### config.mk
export PLATFORM = sky130hd
export DESIGN_NAME = alu_cmd_parser
export DESIGN_NICKNAME = d
export VERILOG_FILES = /design/src/rtl/alu_pkg.sv /design/src/rtl/alu_cmd_timeout.sv /design/src/rtl/alu_cmd_parser.sv
export SDC_FILE = /design/constraint.sdc
export NUM_CORES = 1
export LEC_CHECK = 0
export CAP_MARGIN = 0
export CORE_ASPECT_RATIO = 0.9
export CORE_MARGIN = 2
export CORE_UTILIZATION = 56
export DETAILED_ROUTE_END_ITERATION = 8
export MAX_ROUTING_LAYER = met4
export PLACE_DENSITY = 0.79
export SETUP_SLACK_MARGIN = 0.1
export SLEW_MARGIN = 10
export SYNTH_ARGS = -nofsm -noshare
export SYNTH_HDL_FRONTEND = slang
export SYNTH_SLANG_ARGS = --single-unit
### constraint.sdc
create_clock -name clk -period 3.1 [get_ports clk]
set_clock_uncertainty 0.1 [all_clocks]
set_input_delay 0.62 -clock clk [delete_from_list [all_inputs] [get_ports clk]]
set_output_delay 0.62 -clock clk [all_outputs]
set_load 0.005 [all_outputs]
### src/rtl/alu_pkg.sv
// Shared ALU definitions: dtype flags, opcodes, parser error codes and frame geometry.
package alu_pkg;

  localparam logic [3:0] DT_I = 4'h8;
  localparam logic [3:0] DT_F = 4'h4;
  localparam logic [3:0] DT_U = 4'h2;
  localparam logic [3:0] DT_S = 4'h1;

  localparam logic [4:0] OP_SUM = 5'h10;
  localparam logic [4:0] OP_SUB = 5'h08;
  localparam logic [4:0] OP_MUL = 5'h04;
  localparam logic [4:0] OP_DIV = 5'h02;
  localparam logic [4:0] OP_RMD = 5'h01;
  localparam logic [4:0] OP_AND = 5'h11;
  localparam logic [4:0] OP_OR  = 5'h12;
  localparam logic [4:0] OP_XOR = 5'h14;

  typedef enum logic [2:0] {
    ERR_NONE     = 3'd0,
    ERR_CHECKSUM = 3'd1,
    ERR_FIELD    = 3'd2,
    ERR_BYTE_TO  = 3'd3,
    ERR_ALU_TO   = 3'd4
  } err_code_e;

  localparam int unsigned FRAME_LEN = 6;

  // Reserved opcode bits must be clear as well as the opcode being known.
  function automatic logic is_legal_op(input logic [7:0] opb);
    return (opb[7:5] == 3'b000) &&
           (opb[4:0] inside {OP_SUM, OP_SUB, OP_MUL, OP_DIV, OP_RMD, OP_AND, OP_OR, OP_XOR});
  endfunction

endpackage

### src/rtl/alu_cmd_timeout.sv
// Loadable saturating down-counter; expired is high once the loaded budget is used up.
module alu_cmd_timeout #(
  parameter int unsigned LIMIT = 1000
) (
  input  logic clk,
  input  logic rst,
  input  logic load,
  input  logic clr,
  input  logic en,
  output logic expired
);

  localparam int unsigned W = $clog2(LIMIT + 1);

  logic [W-1:0] count;

  always_ff @(posedge clk) begin
    if (rst) begin
      count <= '0;
    end else if (load) begin
      count <= W'(LIMIT);
    end else if (clr) begin
      count <= '0;
    end else if (en && (count != '0)) begin
      count <= count - W'(1);
    end
  end

  assign expired = (count == '0);

endmodule

### src/rtl/alu_cmd_parser.sv
// Byte-stream command framer for the ALU: SOF, OPB, TYB, S1, S2, CS -> one command in flight.
module alu_cmd_parser
  import alu_pkg::*;
#(
  parameter logic [7:0]  SOF          = 8'hA5,
  parameter int unsigned BYTE_TIMEOUT = 1000,
  parameter int unsigned ALU_TIMEOUT  = 4096
) (
  input  logic       clk,
  input  logic       rst,
  input  logic       rx_valid,
  input  logic [7:0] rx_data,
  output logic       rx_ready,
  input  logic       alu_done,
  output logic       parser_done,
  output logic [7:0] src1,
  output logic [7:0] src2,
  output logic [3:0] dtype,
  output logic [4:0] operator,
  output logic       err_valid,
  output logic [2:0] err_code
);

  typedef enum logic [2:0] {
    ST_IDLE, ST_OP, ST_TY, ST_S1, ST_S2, ST_CS, ST_ISSUE, ST_WAIT
  } state_e;

  state_e      state;
  state_e      frame_next;
  logic [31:0] hdr;
  logic        in_frame;
  logic        accept;
  logic        byte_exp;
  logic        alu_exp;
  logic [7:0]  csum;
  logic        field_ok;

  assign in_frame    = (state inside {ST_OP, ST_TY, ST_S1, ST_S2, ST_CS});
  assign rx_ready    = (state == ST_IDLE) || in_frame;
  assign accept      = rx_valid && rx_ready;
  assign parser_done = (state == ST_ISSUE);

  // hdr shifts in OPB..S2, so at the checksum byte it holds {OPB, TYB, S1, S2}.
  assign csum     = hdr[31:24] ^ hdr[23:16] ^ hdr[15:8] ^ hdr[7:0];
  assign field_ok = is_legal_op(hdr[31:24]) && (hdr[23:20] == 4'h0) && (hdr[19:16] != 4'h0);

  always_comb begin
    frame_next = ST_IDLE;
    unique case (state)
      ST_OP:   frame_next = ST_TY;
      ST_TY:   frame_next = ST_S1;
      ST_S1:   frame_next = ST_S2;
      ST_S2:   frame_next = ST_CS;
      default: frame_next = ST_IDLE;
    endcase
  end

  alu_cmd_timeout #(.LIMIT(BYTE_TIMEOUT)) u_byte_timer (
    .clk     (clk),
    .rst     (rst),
    .load    (accept),
    .clr     (state == ST_IDLE),
    .en      (in_frame && !accept),
    .expired (byte_exp)
  );

  alu_cmd_timeout #(.LIMIT(ALU_TIMEOUT)) u_alu_timer (
    .clk     (clk),
    .rst     (rst),
    .load    (parser_done),
    .clr     (state == ST_IDLE),
    .en      ((state == ST_WAIT) && !alu_done),
    .expired (alu_exp)
  );

  always_ff @(posedge clk) begin
    if (rst) begin
      state     <= ST_IDLE;
      hdr       <= '0;
      src1      <= '0;
      src2      <= '0;
      dtype     <= '0;
      operator  <= '0;
      err_valid <= 1'b0;
      err_code  <= '0;
    end else begin
      err_valid <= 1'b0;
      unique case (state)
        ST_IDLE: begin
          if (accept && (rx_data == SOF)) state <= ST_OP;
        end
        ST_OP, ST_TY, ST_S1, ST_S2: begin
          if (accept) begin
            hdr   <= {hdr[23:0], rx_data};
            state <= frame_next;
          end else if (byte_exp) begin
            err_valid <= 1'b1;
            err_code  <= ERR_BYTE_TO;
            state     <= ST_IDLE;
          end
        end
        ST_CS: begin
          if (accept) begin
            if (csum != rx_data) begin
              err_valid <= 1'b1;
              err_code  <= ERR_CHECKSUM;
              state     <= ST_IDLE;
            end else if (!field_ok) begin
              err_valid <= 1'b1;
              err_code  <= ERR_FIELD;
              state     <= ST_IDLE;
            end else begin
              operator <= hdr[28:24];
              dtype    <= hdr[19:16];
              src1     <= hdr[15:8];
              src2     <= hdr[7:0];
              state    <= ST_ISSUE;
            end
          end else if (byte_exp) begin
            err_valid <= 1'b1;
            err_code  <= ERR_BYTE_TO;
            state     <= ST_IDLE;
          end
        end
        ST_ISSUE: state <= ST_WAIT;
        ST_WAIT: begin
          if (alu_done) begin
            state <= ST_IDLE;
          end else if (alu_exp) begin
            err_valid <= 1'b1;
            err_code  <= ERR_ALU_TO;
            state     <= ST_IDLE;
          end
        end
        default: state <= ST_IDLE;
      endcase
    end
  end

endmodule

# After elaboration in Yosys (flattened, before gate mapping)

Cells that the tools add are included.

Logic and storage cells: 105
Bits in registers: 87
Output and inout port bits: 31

Equal/unequal tests: 23
Mux-type cells: 32
$add $sub $neg: 2
Reduce and logical (&&, ||, !) cells: 32
Bitwise operators: 4

Operators with widths:

| kind                                                                   | number |
|---|---|
| 3-bit 2-to-1 mux                                                       | 15 |
| 13-bit 2-to-1 mux                                                      | 3 |
| 10-bit 2-to-1 mux                                                      | 3 |
| 8-bit XOR                                                              | 3 |
| 5-bit equality test (second input constant)                            | 4 |
| 3-bit one-hot mux with 5 select lines                                  | 1 |
| 13-bit logical NOT                                                     | 1 |
| 13-bit nonzero test                                                    | 1 |
| 13-bit by 1-bit subtractor with 13-bit output (second input constant)  | 1 |
| 3-bit equality test (second input constant)                            | 4 |
| 3-bit one-hot mux with 4 select lines                                  | 1 |
| 10-bit logical NOT                                                     | 1 |
| 10-bit nonzero test                                                    | 1 |
| 10-bit by 1-bit subtractor with 10-bit output (second input constant)  | 1 |
| 1-bit logical AND                                                      | 9 |
| 3-bit one-hot mux with 3 select lines                                  | 1 |
| 3-bit nonzero test                                                     | 3 |
| 8-bit equality test (second input constant)                            | 1 |
| 2-bit != test (second input constant)                                  | 4 |
| 8-bit != test                                                          | 1 |
| 8-bit nonzero test                                                     | 1 |
| 1-bit 2-to-1 mux                                                       | 7 |
| 3-bit by 2-bit equality test with 1-bit output (second input constant) | 2 |
| 3-bit logical NOT                                                      | 2 |
| other kinds (19)                                                       | 22 |

# Depth between registers and ports, before layout

Word-level depth: 10
Depth in mapped cells: 9
Mapped depth without buffers: 8

# By module

A second synthesis with hierarchy kept.

Cell total of the unflattened synthesis: 478
Area, all modules: 4,296.6 um^2

By module, submodules not included:

| module                          | cells an instance | area an instance (um^2) | times used |
|---|---|---|---|
| alu_cmd_parser                  | 336               | 3,004.1                 | 1 |
| alu_cmd_timeout at u_alu_timer  | 79                | 726.9                   | 1 |
| alu_cmd_timeout at u_byte_timer | 63                | 565.5                   | 1 |

# Worst setup path after synthesis

OpenSTA, ideal clock, no wires.

Path kind: input port to flip-flop
Start: input rx_data[5]
End: register dtype[1]
Cell stages on the path: 8
Setup time: 0.128 ns
Path buffers: 2
Data arrival time: 2.048 ns
Required time: 2.872 ns
Setup slack: 0.824 ns
Path through: xnor3_1 -> xnor2_1 -> nor4_4 -> nand4b_1 -> buf_4 -> buf_6 -> mux2i_1 -> nor2_1

Word-level cells in the longest chain between the ends: 3

RTL lines:

| item                          | RTL line              | RTL |
|---|---|---|
| start: declaration            | alu_cmd_parser.sv:12  | `input logic [7:0] rx_data,` |
| 8-bit != test                 | alu_cmd_parser.sv:104 | `if (csum != rx_data) begin` |
| 1-bit inverter (no line)      | -                     |  |
| 4-bit AND reduction (no line) | -                     |  |
| end signal: assignment        | alu_cmd_parser.sv:114 | `dtype <= hdr[19:16];` |
| end: declaration              | alu_cmd_parser.sv:18  | `output logic [3:0] dtype,` |

No other way between the ends.
A chain may end at the register's enable or synchronous reset.

# Final worst setup path

Start: input rx_data[5]
End: register src2[5]

Word-level cells in the longest chain between the ends: 3

RTL lines:

| item                          | RTL line              | RTL |
|---|---|---|
| 8-bit != test                 | alu_cmd_parser.sv:104 |  |
| 1-bit inverter (no line)      | -                     |  |
| 4-bit AND reduction (no line) | -                     |  |
| end signal: assignment        | alu_cmd_parser.sv:116 | `src2 <= hdr[7:0];` |
| end: declaration              | alu_cmd_parser.sv:17  | `output logic [7:0] src2,` |

No other way between the ends.

==> metrics.md <==
| Metric | Value |
|---|---|
| Crit Path Max Fanout | 11 |
| Post-synth top area share | 43.1% |
| Synth Instances | between 400 and 500 |
| Initial antenna violation count | 0 |
| Clock Tree Root | clkbuf_8 |
| Post-route ant nets | 0 |
| Port-buffer cells | between 40 and 50 |
| 1st-pass router iterations | 5 |
| Die Y | 84.6 um |
| CTS tree | built |
| Number of synthesized flops with an enable pin | 0 |
| Post-synth top area cell | dfxtp_1 |
| Sequential share of power | 47.0% |
| CP required | 3.23 ns |
| Ratio of cells with drive above 1 in the final layout | a little over 6% |
| Final min period | 2.72 ns |
| Core ar. | between 0.007 and 0.008 mm^2 |
| Post-layout nets | 518 |
| P_sw | just over 700 uW |
| GPL Wtd Cong | 0.826 |
| Crit path DAT | roughly 2.8 ns |
| Syn nets | 480 |
| Power share of the clock group | between 30% and 40% |
| Fin worst setup slack | around 0.38 ns |
| IO Count | 43 |
| Count of cell types in the netlist | 44 |
| Final wirelength | approximately 8800 um |
| Final setup viols | 0 |
| Status | finished clean |
| Net Sw Frac | around 28% |
| Largest net degree at the start of global routing | 70 |
| GRT overflow | 0 |
| DR DRC count | 0 |
| Final setup TNS | 0 ns |
| Multiplexer share of the synthesized area | between 6 and 7% |
| Power Total | around 2.6 mW |
| Simple-Gate Fraction of Synth Area | a little under a quarter |
| Clock-pin slew on the worst setup and hold paths | 0.08 ns |
| WL/cell | around 15 um |
| Finished Layout Cells | between 600 and 700 |
| Synthesized area per cell | between 8 and 9 um^2 |
| Top post-synthesis cells by area | dfxtp_1 (43%), nand2_1 (7.2%), mux2i_1 (6.2%) |
| Clk sink count | 87 |
| Adder-cell share of the synthesized area | 0.867% |
| RSZ-0062 raised after global routing | no |
| Worst-Skew Late Latency | 0.36 ns |
| WS Path Type | input pin to flip-flop |
| Cts hold-fix bufs | 0 |
| Row Count | 29 |
| Period utilization | roughly 88% |
| Yosys reg bits | 87 |
| HP Class | flip-flop to flip-flop |
| Seq/Total Area, Yosys | between 40% and 50% |
| Die width | between 90 and 100 um |
| Ys Warns | 0 |
| Worst slew margin | 53.2% |
| Actual slew at the worst max-slew pin | between 0.7 and 0.8 ns |
| Post-synthesis xor/xnor area fraction | 11.6% |
| Max_cap viols | 0 |
| Fin. Hold Viols | 0 |
| Internal power | roughly 1.9 mW |
| Post-Syn Area | between 0.004 and 0.005 mm^2 |
| Postcts setup bufs | 0 |
| Leakage power | 1.86 nW |
| Placed cells | a little under 600 |
| Initial core utilization | between 50% and 60% |
| Vias per inst | 5.62 |
| Primary FF master, synth | dfxtp_1 |
| Ys async rst share | 0% |
| First-pass GRT wire length | 15,200 um |
| Die footprint | 0.00791 mm^2 |
| DP HPWL | roughly 6000 um |
| Layout area overhead | 18.5% |
| Vias in the first global route | between 3,000 and 4,000 |
| Compound-gate portion of the synthesized area | roughly an eighth |
| Combinational family with the most area after synthesis | simple AND/OR/NAND/NOR gates |
| Slew Limit Fails | 0 |
| Via count | between 3,000 and 4,000 |
| FILL cells | approximately 570 |
| CP endpoint kind | flip-flop |
| Gate power share | 16.0% |
| Power Density | about 540 mW/mm^2 |
| Hold_ws | around 0.4 ns |
| Dpl ws | between 0.009 and 0.01 ns |
| H-tree levels | 3 |
| ANT cells | 0 |
| Total CTS buffers | 9 |
| Initial DRC count | ~280 |
| Peak supply drop | between 0.3 and 0.4 mV |
| Post-cts resize count | 0 |
| Longest Clk Path Bufs | 2 |
| GRT Overall Usage | between 20% and 30% |
| Crit path launch type | input pin |
| Max Clk Rate | 0.368 GHz |
area by class of cell:
type	instances	area (um^2)	share of cell area (%)
Clock buffer	11	141	2.95
Clock inverter	5	105	2.19
Inverter	10	37.5	0.784
Multi-Input combinational cell	343	2150	44.9
Sequential cell	87	1740	36.4
Tap cell	93	116	2.43
Timing Repair Buffer	53	498	10.4
power by group through the flow:
| stage | clock [mW] | combinational, mW | sequential [mW] |
|---|---|---|---|
| CTS | 0.973 | 0.408 | 1.21 |
| global route | 1.02 | 0.451 | 1.21 |
| global placement | 0 | 0.392 | 1.23 |
| finish | 0.951 | 0.411 | 1.21 |
| floorplan | 0 | 0.325 | 1.20 |
| detailed placement | 0 | 0.403 | 1.23 |
Yosys cell counts (5+ instances only):
master and count:
inv_1 10, nor4_1 8, xnor2_1 13, a21oi_1 46, xor2_1 20, mux2i_1 25, nand4b_1 5, clkbuf_1 21
nor2_1 57, nand2_1 77, nand4_1 5, xnor3_1 8, nor3_1 5, dfxtp_1 87, o21ai_0 13, a31oi_1 6
nand3_1 12
routing by layer:
metal,up-vias,part of all wire (%),global-route usage [%]
li1,1687,-,-
met1,1578,49,34.5
met2,101,44,35.4
met3,18,4.6,5.21
met4,0,2.1,8.96
met5,-,0,-
layout by cell type, fill, tap and decap left out, drive strengths merged, types with 2 or more instances in the layout:
cell | netlist | final
a211oi | 3 | 3
a21oi | 46 | 46
a31oi | 6 | 6
a41oi | 2 | 2
and3 | 3 | 3
buf | 5 | 12
bufinv | 0 | 3
clkbuf | 21 | 11
clkdlybuf4s50 | 0 | 41
clkinvlp | 0 | 2
dfxtp | 87 | 87
ha | 2 | 2
inv | 10 | 10
mux2i | 25 | 25
nand2 | 77 | 77
nand3 | 12 | 12
nand3b | 2 | 2
nand4 | 5 | 5
nand4b | 5 | 5
nor2 | 57 | 57
nor2b | 3 | 3
nor3 | 5 | 5
nor3b | 2 | 2
nor4 | 11 | 11
nor4b | 2 | 2
o21ai | 13 | 13
o221a | 2 | 2
o31a | 4 | 4
or3 | 3 | 3
or4 | 2 | 2
xnor2 | 13 | 13
xnor3 | 8 | 8
xor2 | 20 | 20
kinds of logic after synthesis:
group / Yosys count
mux: 25
compound gates: 82
xor+xnor: 41
simple gates: 192
flops: 87
buf+inv: 36
fa+ha+maj: 3
flip-flops by register name (all words and copies together), names as in the netlist:
| name | count |
|---|---|
| state | 3 |
| err_code | 3 |
| src2 | 8 |
| operator | 5 |
| u_byte_timer.count | 10 |
| u_alu_timer.count | 13 |
| dtype | 4 |
| err_valid | 1 |
| src1 | 8 |
| hdr | 32 |
worst paths after layout:
path	end	from	cells past startpoint	slack [ns]
worst max-delay path	src2[5]$_SDFFE_PP0P_	rx_data[5]	8	0.38
worst max register to register	src2[5]$_SDFFE_PP0P_	hdr[13]$_SDFFE_PP0P_	7	0.57
worst min register to register	operator[0]$_SDFFE_PP0P_	operator[0]$_SDFFE_PP0P_	2	0.40
worst min-delay path	operator[0]$_SDFFE_PP0P_	operator[0]$_SDFFE_PP0P_	2	0.40
worst max-delay path: stages:
cell	delay, ns
clkdlybuf4s50_1	0.52
xnor3_1	0.25
xnor2_1	0.18
nor4_4	0.33
nand4b_1	0.35
buf_4	0.33
mux2i_1	0.19
nor2_1	0.05
per-stage QoR:
step / utilization (%) / cell area (um^2)
floorplan: - / 4040
global placement: 64.5 / 4540
detailed placement: 64.5 / 4540
CTS: 68.0 / 4790
global route: 68.0 / 4790
finish: 68.0 / 4790
Note: power is estimated with default switching activity, not from simulation.
